### config.mk
export PLATFORM = sky130hd
export DESIGN_NAME = mux_4to1_1_st
export DESIGN_NICKNAME = d
export VERILOG_FILES = /design/src/rtl/mux_4to1_1_st.sv
export SDC_FILE = /design/constraint.sdc
export NUM_CORES = 1
export LEC_CHECK = 0
export CAP_MARGIN = 20
export CORE_MARGIN = 2
export CORE_UTILIZATION = 35
export DETAILED_ROUTE_END_ITERATION = 7
export MAX_ROUTING_LAYER = met4
export PLACE_DENSITY = 0.68
export SLEW_MARGIN = 20
export SYNTH_ARGS = -nofsm -noshare
export SYNTH_HDL_FRONTEND = slang
export SYNTH_SLANG_ARGS = --single-unit
### constraint.sdc
create_clock -name clk -period 1.5 [get_ports clk]
set_clock_uncertainty 0.1 [all_clocks]
set_input_delay 0.225 -clock clk [delete_from_list [all_inputs] [get_ports clk]]
set_output_delay 0.225 -clock clk [all_outputs]
set_load 0.01 [all_outputs]
### src/rtl/mux_4to1_1_st.sv
`default_nettype none
// ============================================================================
// Module      : mux_4to1_1_st
// Description : 1-bit 4:1 mux (select map 00->d, 01->b, 10->c, 11->a) with a
//               registered copy, select-change strobe and rising-edge counter.
// Revision    : 1.0 - initial release
// ============================================================================
module mux_4to1_1_st #(
  parameter int CNT_W = 8
) (
  input  logic             clk,
  input  logic             rst,
  input  logic             a,
  input  logic             b,
  input  logic             c,
  input  logic             d,
  input  logic [1:0]       select,
  input  logic             en,
  output logic             out,
  output logic             out_q,
  output logic [1:0]       sel_q,
  output logic             changed,
  output logic [CNT_W-1:0] rise_cnt
);

  localparam logic [CNT_W-1:0] c_CNT_MAX = {CNT_W{1'b1}};

  logic             w_out;
  logic             w_rise;
  logic             r_out_q;
  logic             r_out_q_d;
  logic [1:0]       r_sel_q;
  logic             r_changed;
  logic [CNT_W-1:0] r_rise_cnt;

  // An unknown select propagates as X rather than falling back to a source.
  always_comb begin
    w_out = 1'bx;
    case (select)
      2'b00:   w_out = d;
      2'b01:   w_out = b;
      2'b10:   w_out = c;
      2'b11:   w_out = a;
      default: w_out = 1'bx;
    endcase
  end

  assign w_rise = r_out_q & ~r_out_q_d;

  always_ff @(posedge clk or posedge rst) begin
    if (rst) begin
      r_out_q   <= 1'b0;
      r_sel_q   <= 2'b00;
      r_changed <= 1'b0;
    end else if (en) begin
      r_out_q   <= w_out;
      r_sel_q   <= select;
      r_changed <= (select != r_sel_q);
    end else begin
      r_changed <= 1'b0;
    end
  end

  // Edge detection runs one cycle behind out_q, so the count lands on the
  // edge after out_q rises.
  always_ff @(posedge clk or posedge rst) begin
    if (rst) begin
      r_out_q_d  <= 1'b0;
      r_rise_cnt <= '0;
    end else begin
      r_out_q_d <= r_out_q;
      if (w_rise && (r_rise_cnt != c_CNT_MAX))
        r_rise_cnt <= r_rise_cnt + CNT_W'(1);
    end
  end

  assign out      = w_out;
  assign out_q    = r_out_q;
  assign sel_q    = r_sel_q;
  assign changed  = r_changed;
  assign rise_cnt = r_rise_cnt;

endmodule
`default_nettype wire

==> flow_metrics.tcl <==
set metrics [dict create \
    fillers 159 \
    wl_per_cell_um 12.1 \
    initial_utilization 0.373 \
    synth.distinct_cells 26 \
    drive_gt1_frac 0.314 \
    syn_nets 62 \
    yosysSeqAreaShare 0.505 \
    p_leak_nw 0.491 \
    area_growth_pct 51.1 \
    post-route-min-period_ps 1460 \
    worstSetupPathType "primary input to output port" \
    ir_drop_mv 0.945 \
    gp_congestion 0.745 \
    io_pins 22 \
    io_buffers 21 \
    maxCapViolations 0 \
    detail-route-antenna-nets 0 \
    clock_path_buffers 2 \
    grt_pass1_vias 553 \
    grt_setup_unrepaired "no" \
    power_density_nw_per_um2 1350 \
    fin_setup_tns_ps 0 \
    num_rows 15 \
    first_pass_iters 3 \
    clk_pin_slew_worst_paths_ps 70 \
    syn_area_um2 644 \
    grt_pass1_wl_mm 2.33 \
    max_stage_delay_ps 530 \
    drc 0 \
    worst_pin_slew_ps 479 \
    yosys.area.top_type "dfrtp_1" \
    hold_path_class "primary input to async pin" \
    critPathRequiredTime_ps 1170 \
    avgSynthCellArea_um2 12.4 \
    dieArea_um2 2200 \
    synth_top_area_share 0.505 \
    die-width_um 46.9 \
    place_hpwl_mm 1.03 \
    setup_violations 0 \
    critPathArrivalTime_ps 1130 \
    insertedDiodeCount 0 \
    grt_max_degree 14 \
    first_iter_violations 6 \
    nets 97 \
    clock_sink_count 13 \
    htree_num_levels 1 \
    path_max_fanout 2 \
    path_cells "dlygate4sd2_1 > mux4_2 > buf_6" \
    register_area_um2 328 \
    synthTopCellsByArea "dfrtp_1 (50%), mux2_2 (5.2%), mux2_4 (4.7%)" \
    ys_ff_latch 13 \
    cp-start-kind "primary input" \
    clock_latency_ps 260 \
    final_common_cell "dlygate4sd2_1" \
    layout_common_cells "dlygate4sd2_1 (15), dfrtp_1 (11), buf_4 (11), a21oi_1 (5)" \
    status "finished, final reports clean" \
    multiInputGateArea_um2 304 \
    cts_inserted_buffers 3 \
    hold_violations 0 \
    fmax_mhz 687 \
    maxSlewHeadroom 0.680 \
    grt_util_all_layers 0.161 \
    wl_mm 1.34 \
    report.final.slew_viol_count 0 \
    vias_per_cell 5.01 \
    coreArea_um2 1730 \
    p_total_mw 1.31 \
    yosysWarnings 0 \
    hold_buffers 0 \
    grt_overflow 0 \
    vias 556 \
    finalCritPeriodShare 0.971 \
    cts_tree "yes" \
    root_buffer "clkbuf_4" \
    synth_cells 52 \
    end_kind "output port" \
    chipHeight_um 46.9 \
    cp_slowest_cell "mux4_2" \
    antenna_found_initial 0 \
]
==> state kept, by name (all words and copies together), names as in the netlist <==
signal / flops
r_out_q_d: 1
rise_cnt: 8
changed: 1
out_q: 1
sel_q: 2
==> cells by family after synthesis <==
logic type / after synthesis / share of synthesized area
DFF: 13 / 0.505
AOI/OAI and AO/OA: 12 / 0.122
and+or+nand+nor: 14 / 0.155
xor gates and xnor gates: 3 / 0.0408
adders and majority gates: 1 / 0.0194
buffers and inverters: 3 / 0.0233
muxes: 6 / 0.134
==> power by group <==
group	switching, mW	internal [mW]	total, mW
sequential	0.0639	0.446	0.510
combinational	0.269	0.325	0.594
clock	0.103	0.103	0.206
==> cell type report <==
class	count	share of cell area
clock buffer	4	0.0270
inverter	1	0.00386
multi-input combinational	36	0.312
sequential	13	0.337
tap	25	0.0321
timing repair buffer	32	0.288
==> worst paths after layout <==
kind | slack (ps) | end | startpoint | depth (start not counted)
max | 40 | out | select[0] | 3
min in group clk | 360 | sel_q[1] | select[1] | 3
max reg2reg | 60 | rise_cnt[1] | rise_cnt[0] | 3
max in group asynchronous | 780 | rise_cnt[2] | rst | 2
min | 170 | out_q | rst | 2
min reg2reg | 360 | r_out_q_d | out_q | 0
==> cells in the mapped netlist <==
master	count
mux2_2	3
a21boi_0	2
and4_4	1
inv_1	1
a31oi_1	3
nand2b_1	2
nand2_1	1
nor2b_1	1
and3b_1	1
nand3_1	1
mux2_4	2
a41oi_1	1
nor2_1	1
nand4_1	1
xnor2_1	3
dfrtp_1	13
ha_1	1
and3_2	1
buf_4	1
mux4_2	1
and4b_1	1
clkbuf_1	1
a41o_2	1
nand4_2	1
a21oi_1	5
and3_1	2
==> layer usage <==
metal / track usage / vias to the layer above / routed length [um]
met3: 0.0346 / 2 / 70
met5: - / - / 0
met4: 0.0833 / 0 / 5
met2: 0.260 / 18 / 682
met1: 0.186 / 272 / 583
li1: - / 264 / -
==> critical path: cells and delay by family <==
kind,cells,cell delay [ps]
mux,1,530
buf+inv,2,380
==> metrics by stage <==
| stage | utilization | hold WS, ps | setup slack [ps] | std cells | area, um^2 |
|---|---|---|---|---|---|
| after floorplan | - | 1.96 | 26.1 | 52 | 644 |
| after global routing | 0.564 | 199 | 2.14 | 111 | 973 |
| after CTS | 0.561 | 190 | 4.67 | 111 | 968 |
| final | 0.564 | 169 | 43.5 | 111 | 973 |
| after global placement | 0.546 | 356 | -553 | 105 | 942 |
| after detailed placement | 0.546 | 358 | -583 | 105 | 942 |
==> what timing repair did <==
item                                    4_1_cts  5_1_grt
endpoints found under the setup margin       12        2
setup buffers                                 2        0
resized for setup                            22        2
pin swaps                                     0        0
Note: power is estimated with default switching activity, not from simulation.
